===== src/rtl/mdu_pkg.sv =====
// Shared encodings for the multiply/divide unit: op codes, FSM states and a
// counter-width helper.
package mdu_pkg;

  typedef enum logic [1:0] {
    MDU_MULT  = 2'b00,
    MDU_MULTU = 2'b01,
    MDU_DIV   = 2'b10,
    MDU_DIVU  = 2'b11
  } mdu_op_e;

  typedef enum logic [1:0] {
    IDLE = 2'd0,
    RUN  = 2'd1,
    FIX  = 2'd2,
    DONE = 2'd3
  } mdu_state_e;

  function automatic int clog2(input int value);
    int r;
    r = 0;
    for (int i = 0; i < 31; i++) begin
      if ((1 << i) < value) r = i + 1;
    end
    return r;
  endfunction

endpackage


===== src/rtl/mult_div_unit_if.sv =====
// Control/operand/result bundle between the CPU control unit (master) and the
// multiply/divide unit (slave).
interface mult_div_unit_if #(
  parameter int WIDTH = 32
);
  logic             start;
  logic [1:0]       op;
  logic [WIDTH-1:0] a;
  logic [WIDTH-1:0] b;
  logic             busy;
  logic             done;
  logic             div_zero;
  logic [WIDTH-1:0] hi;
  logic [WIDTH-1:0] lo;

  modport master (
    output start, op, a, b,
    input  busy, done, div_zero, hi, lo
  );

  modport slave (
    input  start, op, a, b,
    output busy, done, div_zero, hi, lo
  );
endinterface


===== src/rtl/mdu_div_step.sv =====
// One restoring-division iteration: shift a dividend bit into the remainder
// and subtract the divisor when it fits.
module mdu_div_step #(
  parameter int WIDTH = 32
) (
  input  logic [WIDTH:0]   rem,
  input  logic             dividend_bit,
  input  logic [WIDTH-1:0] divisor,
  output logic [WIDTH:0]   rem_next,
  output logic             q_bit
);
  logic [WIDTH+1:0] shifted;
  logic [WIDTH+1:0] diff;

  assign shifted = {rem, dividend_bit};
  // The extra top bit of diff acts as the borrow: set means divisor did not fit.
  assign diff     = shifted - {2'b00, divisor};
  assign q_bit    = ~diff[WIDTH+1];
  assign rem_next = q_bit ? diff[WIDTH:0] : shifted[WIDTH:0];

endmodule


===== src/rtl/mult_div_unit.sv =====
// Multi-cycle signed/unsigned multiply and restoring divide feeding HI/LO.
// Operates on magnitudes one bit per cycle, then fixes signs in a single step.
module mult_div_unit
  import mdu_pkg::*;
#(
  parameter int WIDTH = 32
) (
  input logic            clk,
  input logic            reset,
  mult_div_unit_if.slave bus
);
  localparam int              CW   = clog2(WIDTH);
  localparam logic [CW-1:0]   LAST = CW'(WIDTH - 1);

  mdu_state_e         state_reg, state_next;
  logic [CW-1:0]      count_reg, count_next;
  mdu_op_e            op_reg, op_next;
  logic               sign_a_reg, sign_a_next;
  logic               sign_b_reg, sign_b_next;
  logic [WIDTH-1:0]   opnd_reg, opnd_next;
  logic [2*WIDTH-1:0] acc_reg, acc_next;
  logic [WIDTH:0]     rem_reg, rem_next;
  logic               div_zero_reg, div_zero_next;
  logic [WIDTH-1:0]   hi_reg, hi_next;
  logic [WIDTH-1:0]   lo_reg, lo_next;

  logic               in_div, in_sign_a, in_sign_b, is_div, neg;
  logic [WIDTH-1:0]   in_abs_a, in_abs_b;
  logic [WIDTH:0]     mul_sum;
  logic [WIDTH:0]     step_rem;
  logic               step_q;
  logic [2*WIDTH-1:0] prod_fix;
  logic [WIDTH-1:0]   quo_fix, rem_fix;

  // Signed ops have op[0]==0; magnitudes of unsigned operands are the raw values.
  assign in_div    = bus.op[1];
  assign in_sign_a = ~bus.op[0] & bus.a[WIDTH-1];
  assign in_sign_b = ~bus.op[0] & bus.b[WIDTH-1];
  assign in_abs_a  = in_sign_a ? -bus.a : bus.a;
  assign in_abs_b  = in_sign_b ? -bus.b : bus.b;

  assign is_div = (op_reg == MDU_DIV) || (op_reg == MDU_DIVU);
  assign neg    = sign_a_reg ^ sign_b_reg;

  // Multiply: acc low half holds the remaining multiplier bits, opnd the multiplicand.
  assign mul_sum = {1'b0, acc_reg[2*WIDTH-1:WIDTH]}
                 + (acc_reg[0] ? {1'b0, opnd_reg} : {(WIDTH+1){1'b0}});

  // Divide: acc low half shifts dividend bits out and quotient bits in.
  mdu_div_step #(.WIDTH(WIDTH)) u_div_step (
    .rem          (rem_reg),
    .dividend_bit (acc_reg[WIDTH-1]),
    .divisor      (opnd_reg),
    .rem_next     (step_rem),
    .q_bit        (step_q)
  );

  assign prod_fix = neg ? -acc_reg : acc_reg;
  assign quo_fix  = neg ? -acc_reg[WIDTH-1:0] : acc_reg[WIDTH-1:0];
  assign rem_fix  = sign_a_reg ? -rem_reg[WIDTH-1:0] : rem_reg[WIDTH-1:0];

  always_comb begin
    state_next    = state_reg;
    count_next    = count_reg;
    op_next       = op_reg;
    sign_a_next   = sign_a_reg;
    sign_b_next   = sign_b_reg;
    opnd_next     = opnd_reg;
    acc_next      = acc_reg;
    rem_next      = rem_reg;
    div_zero_next = div_zero_reg;
    hi_next       = hi_reg;
    lo_next       = lo_reg;

    case (state_reg)
      IDLE: begin
        if (bus.start) begin
          op_next       = mdu_op_e'(bus.op);
          sign_a_next   = in_sign_a;
          sign_b_next   = in_sign_b;
          count_next    = '0;
          rem_next      = '0;
          div_zero_next = 1'b0;
          if (in_div) begin
            opnd_next = in_abs_b;
            acc_next  = {{WIDTH{1'b0}}, in_abs_a};
          end else begin
            opnd_next = in_abs_a;
            acc_next  = {{WIDTH{1'b0}}, in_abs_b};
          end
          if (in_div && (bus.b == '0)) begin
            div_zero_next = 1'b1;
            state_next    = DONE;
          end else begin
            state_next = RUN;
          end
        end
      end
      RUN: begin
        count_next = count_reg + 1'b1;
        if (is_div) begin
          rem_next = step_rem;
          acc_next = {acc_reg[2*WIDTH-1:WIDTH], acc_reg[WIDTH-2:0], step_q};
        end else begin
          acc_next = {mul_sum, acc_reg[WIDTH-1:1]};
        end
        if (count_reg == LAST) state_next = FIX;
      end
      FIX: begin
        if (is_div) begin
          hi_next = rem_fix;
          lo_next = quo_fix;
        end else begin
          hi_next = prod_fix[2*WIDTH-1:WIDTH];
          lo_next = prod_fix[WIDTH-1:0];
        end
        state_next = DONE;
      end
      DONE:    state_next = IDLE;
      default: state_next = IDLE;
    endcase
  end

  always_ff @(posedge clk or negedge reset) begin
    if (!reset) begin
      state_reg    <= IDLE;
      count_reg    <= '0;
      op_reg       <= MDU_MULT;
      sign_a_reg   <= 1'b0;
      sign_b_reg   <= 1'b0;
      opnd_reg     <= '0;
      acc_reg      <= '0;
      rem_reg      <= '0;
      div_zero_reg <= 1'b0;
      hi_reg       <= '0;
      lo_reg       <= '0;
    end else begin
      state_reg    <= state_next;
      count_reg    <= count_next;
      op_reg       <= op_next;
      sign_a_reg   <= sign_a_next;
      sign_b_reg   <= sign_b_next;
      opnd_reg     <= opnd_next;
      acc_reg      <= acc_next;
      rem_reg      <= rem_next;
      div_zero_reg <= div_zero_next;
      hi_reg       <= hi_next;
      lo_reg       <= lo_next;
    end
  end

  assign bus.busy     = (state_reg != IDLE);
  assign bus.done     = (state_reg == DONE);
  assign bus.div_zero = div_zero_reg;
  assign bus.hi       = hi_reg;
  assign bus.lo       = lo_reg;

endmodule


===== src/flat_wrapper.sv =====
// flat-port wrapper written by rule: the top's interface ports become plain ports
module mult_div_unit_flat import mdu_pkg::*;
#(
  parameter int WIDTH = 32
)
  (clk, reset, bus_start, bus_op, bus_a, bus_b, bus_busy, bus_done, bus_div_zero, bus_hi, bus_lo);
  mult_div_unit_if #(.WIDTH(WIDTH)) bus_i ();
  input logic clk;
  input logic reset;
  input wire logic [$bits(bus_i.start)-1:0] bus_start;
  input wire logic [$bits(bus_i.op)-1:0] bus_op;
  input wire logic [$bits(bus_i.a)-1:0] bus_a;
  input wire logic [$bits(bus_i.b)-1:0] bus_b;
  output wire logic [$bits(bus_i.busy)-1:0] bus_busy;
  output wire logic [$bits(bus_i.done)-1:0] bus_done;
  output wire logic [$bits(bus_i.div_zero)-1:0] bus_div_zero;
  output wire logic [$bits(bus_i.hi)-1:0] bus_hi;
  output wire logic [$bits(bus_i.lo)-1:0] bus_lo;
  assign bus_i.start = bus_start;
  assign bus_i.op = bus_op;
  assign bus_i.a = bus_a;
  assign bus_i.b = bus_b;
  assign bus_busy = bus_i.busy;
  assign bus_done = bus_i.done;
  assign bus_div_zero = bus_i.div_zero;
  assign bus_hi = bus_i.hi;
  assign bus_lo = bus_i.lo;
  mult_div_unit #(.WIDTH(WIDTH)) u_core (.clk(clk), .reset(reset), .bus(bus_i));
endmodule

===== config.mk =====
export PLATFORM = sky130hd
export DESIGN_NAME = mult_div_unit_flat
export DESIGN_NICKNAME = d
export VERILOG_FILES = /design/src/rtl/mdu_pkg.sv /design/src/rtl/mult_div_unit_if.sv /design/src/rtl/mdu_div_step.sv /design/src/rtl/mult_div_unit.sv /design/src/flat_wrapper.sv
export SDC_FILE = /design/constraint.sdc
export NUM_CORES = 1
export LEC_CHECK = 0
export CAP_MARGIN = 0
export CORE_UTILIZATION = 40
export DETAILED_ROUTE_END_ITERATION = 10
export MAX_ROUTING_LAYER = met4
export PLACE_DENSITY_LB_ADDON = 0.05
export SETUP_SLACK_MARGIN = 0.4
export SYNTH_ARGS = -nofsm -noshare
export SYNTH_HDL_FRONTEND = slang
export SYNTH_SLANG_ARGS = --single-unit

===== constraint.sdc =====
create_clock -name clk -period 3.7 [get_ports clk]
set_input_delay 0.74 -clock clk [delete_from_list [all_inputs] [get_ports clk]]
set_output_delay 0.74 -clock clk [all_outputs]
set_load 0.02 [all_outputs]

==> results by group <==
Clock network
  • Clock Tree Buf Depth: 3
  • CTS Hold Bufs: 0
  • Clock H-tree levels: 1
  • Worst-Skew Late Latency: 560 ps
  • Clk root buf: clkbuf_16
  • CTS sink cnt: 204
  • CTS tree: built
  • Reg clk slew, reported paths: ~60 ps
  • Num CTS Buffers: 26

Pwr
  • LEAKAGE: 8.775 nW
  • Maximum VDD drop: 0.001033 V
  • Total chip power: 18.51 mW
  • Pwr Density: about 900 nW/um2

Drt
  • Routed vias/inst: 5.671
  • Initial DRC count: 1,001
  • Routed length per instance: 21.58 um
  • Via count: 15,770
  • DRC viols: 0
  • First-pass detailed-route iteration total: 5
  • Remaining antenna violation count: 0
  • Final wirelength: 60.00 mm

Job
  • Max-cap violations: 0

STA
  • Crit share post-route: 0.8973
  • Final setup viols: 0
  • Accumulated negative setup slack: 0 ps
  • Hold WS: 293.9 ps
  • Final Hold Fails: 0
  • Worst rel slew slack: 0.3986
  • Worst slew pin tran: ~900 ps
  • Count of pins over their slew limit: 0
  • Tmin final: roughly 3300 ps
  • Clock skew: roughly 8.1 ps
  • Final Worst Setup Slack: between 300 and 400 ps
  • RSZ-0062 raised after global routing: true
  • FMAX: 301.2 MHz

Place
  • Dpl cell area: 18,920 um2
  • Port buffer count: roughly 140
  • Place WS: -156.5 ps
  • Dpl cells: between 2,000 and 3,000
  • Global placer's final weighted congestion: 0.9809
  • Dpl hpwl: 46.09 mm

Min path
  • Min-Delay Path Class: input port to asynchronous set/reset pin

Global route
  • Largest net degree at the start of global routing: 100
  • Global router's overall resource usage: 0.2964
  • Initial antenna violation count: 0
  • Global-route wire length before repair: 91.30 mm
  • Total grt overflow: 0
  • Number of global-route vias before repair: 15,170

Synth
  • Main synth FF type: dfrtp_1
  • Mux contribution to synthesized area: 0.04927
  • Xor/xnor share of the synthesized area: 0.1113
  • Cell count after synthesis: between 2,000 and 2,500
  • Synthesized net count: 2,175
  • Main combinational cell family by area after synthesis: compound AO/OA/AOI/OAI gates
  • Post-synthesis simple-gate area fraction: 0.1755
  • Compound-cell area share of the yosys netlist: 0.2386
  • Synthesized area per cell: roughly 8 um2
  • Post-synth design cell area: ~16,000 um2
  • Synth Area in Adders: 0.06011
  • Synth warn: 0
  • Post-synth EDFFs: 0
  • Asr flop ratio synth: 1.000
  • Seq/Total Area, Yosys: 0.3136
  • Yosys cell types: 78
  • Synth Register Bits: a little over 200

Cells and area
  • Nets@finish: 2,383
  • Multi-input logic area: roughly 11,000 um2
  • FF/Latch Area: 5115 um2
  • Layout Cells excl Fill: 2,781
  • Layout Area Growth over Synthesis: 25.76%
  • Largest register FFs: 64
  • Share of layout cells above drive strength 1: 0.1494
  • Diodes inserted: 0
  • Final core occ: 0.5128
  • Final-layout fill cell count: 3,885
  • Final Cell Area: 20,470 um2

Worst setup path
  • Buffer and inverter count on the worst path: 1
  • WP data required: 4190 ps
  • CP max stage cell: a2111oi_4
  • R2r startpoint: u_core.opnd_reg[0]
  • Worst-path maximum fanout: 3
  • Crit. End Element: register
  • Worst Path Arrival: 3810 ps
  • Crit path cell chain: ha_4 > inv_2 > fa_2 > a211oi_2 > o311a_1 > o21a_2 > a2111oi_4 > o41ai_4 > o211a_1 > a311o_1 > or4_1 > nand3_1
  • Reg-to-reg endpoint: u_core.rem_reg[30]
  • Critical path startpoint category: register
  • Reg2reg path depth: 12
  • Stages on worst setup path: 12
  • Critical path's top delay family: compound AO/OA/AOI/OAI gates
  • Critical path class: register to register
  • Critical Path Max Stage Delay: 470 ps
  • Setup slack, reg-to-reg: about 380 ps

Die
  • Die area: a little over 40,000 um2
  • Starting Density: 0.4078
  • Placement Rows: 73
  • Die width: 203.7 um
  • Core area: 39,910 um2
  • Vert. Die Dim: approximately 200 um
  • Top Ports: approximately 140

Run status
  • Status: finished, final reports clean
==> cells in the final DEF (no fill, tap or decap), drive strengths merged, types with 35 or more instances in the layout <==
master	synthesis	routed
nand2	203	203
buf	18	159
ha	75	75
mux2i	46	46
nor2	214	214
xor2	97	97
a21oi	208	208
dfrtp	204	204
clkbuf	97	39
o21ai	203	203
xnor2	109	109
nor3	35	35
inv	88	88
clkdlybuf4s50	0	133
==> repair_timing <==
action	in CTS	in global routing
pin swaps	4	31
setup buffers	6	14
gates cloned	0	2
endpoints found under the setup margin	47	70
resized for setup	24	74
endpoints found under the hold margin	0	0
==> kinds of logic (layout without fill, tap and decap cells) <==
group / Yosys count / in the layout
AOI/OAI and AO/OA: 639 / 639
and+or+nand+nor: 624 / 624
xor gates and xnor gates: 206 / 206
DFF: 204 / 204
buffers and inverters: 203 / 430
adders and majority gates: 77 / 77
muxes: 76 / 76
==> power breakdown <==
part           internal, mW  switching [mW]
clock network          1.72            1.06
registers              3.12           0.982
logic                  4.63            6.98
total                  9.48            9.03
==> cells in the mapped netlist (4+ instances only) <==
library cell	n	share of area
nor2_1	214	0.049
buf_2	5	0.0015
nand2_1	203	0.047
a2111oi_0	5	0.0027
or3_1	17	0.0065
clkbuf_1	94	0.022
a22o_1	4	0.0022
o41ai_1	17	0.0091
nor3b_1	5	0.0023
nor4_1	30	0.012
a32oi_1	9	0.0048
a31oi_1	13	0.0050
a21o_1	29	0.013
o21a_1	11	0.0051
o311ai_0	8	0.0043
mux2_2	29	0.020
nand4_1	15	0.0058
or2_2	7	0.0027
mux2i_1	46	0.028
and2_1	5	0.0019
o31ai_1	28	0.013
buf_6	4	0.0028
xor2_1	96	0.052
o21bai_1	9	0.0042
a41oi_1	4	0.0022
buf_1	8	0.0018
ha_1	75	0.058
dfrtp_1	204	0.31
o21ai_0	198	0.061
a32o_1	7	0.0043
o21ai_1	5	0.0015
nor3_1	35	0.011
o211ai_1	30	0.014
nand3_1	27	0.0083
or4_1	16	0.0074
nor2b_1	13	0.0050
xnor2_1	109	0.059
and3_1	8	0.0031
inv_1	88	0.020
a211oi_1	25	0.012
a21oi_1	208	0.064
nand2b_1	16	0.0061
==> worst max-delay path by stage <==
stage	slack [ps]	start	endpoint
detailed placement	-160	bus_a[1]	u_core.acc_reg[18]
floorplan	410	u_core.acc_reg[31]	u_core.rem_reg[32]
finish	380	u_core.opnd_reg[0]	u_core.rem_reg[30]
global placement	-110	bus_a[1]	u_core.opnd_reg[22]
CTS	350	u_core.acc_reg[0]	u_core.acc_reg[63]
global route	290	u_core.acc_reg[31]	u_core.rem_reg[30]
==> layer usage <==
metal,up-vias,global-route usage,part of all wire
met3,86,0.02621,0.041
li1,7664,-,-
met1,7624,0.3821,0.44
met4,0,0.1079,0.038
met5,-,-,0
met2,397,0.4836,0.48
==> final cells by class <==
class                   instances  area share
multi-input cells            1622      0.5271
flip-flops and latches        204      0.2499
repair buffers                295      0.1289
clock buffers                  36     0.03759
well taps                     525     0.03209
inverters                      88     0.01626
clock inverters                11    0.008130
Note: power is estimated with default switching activity, not from simulation.
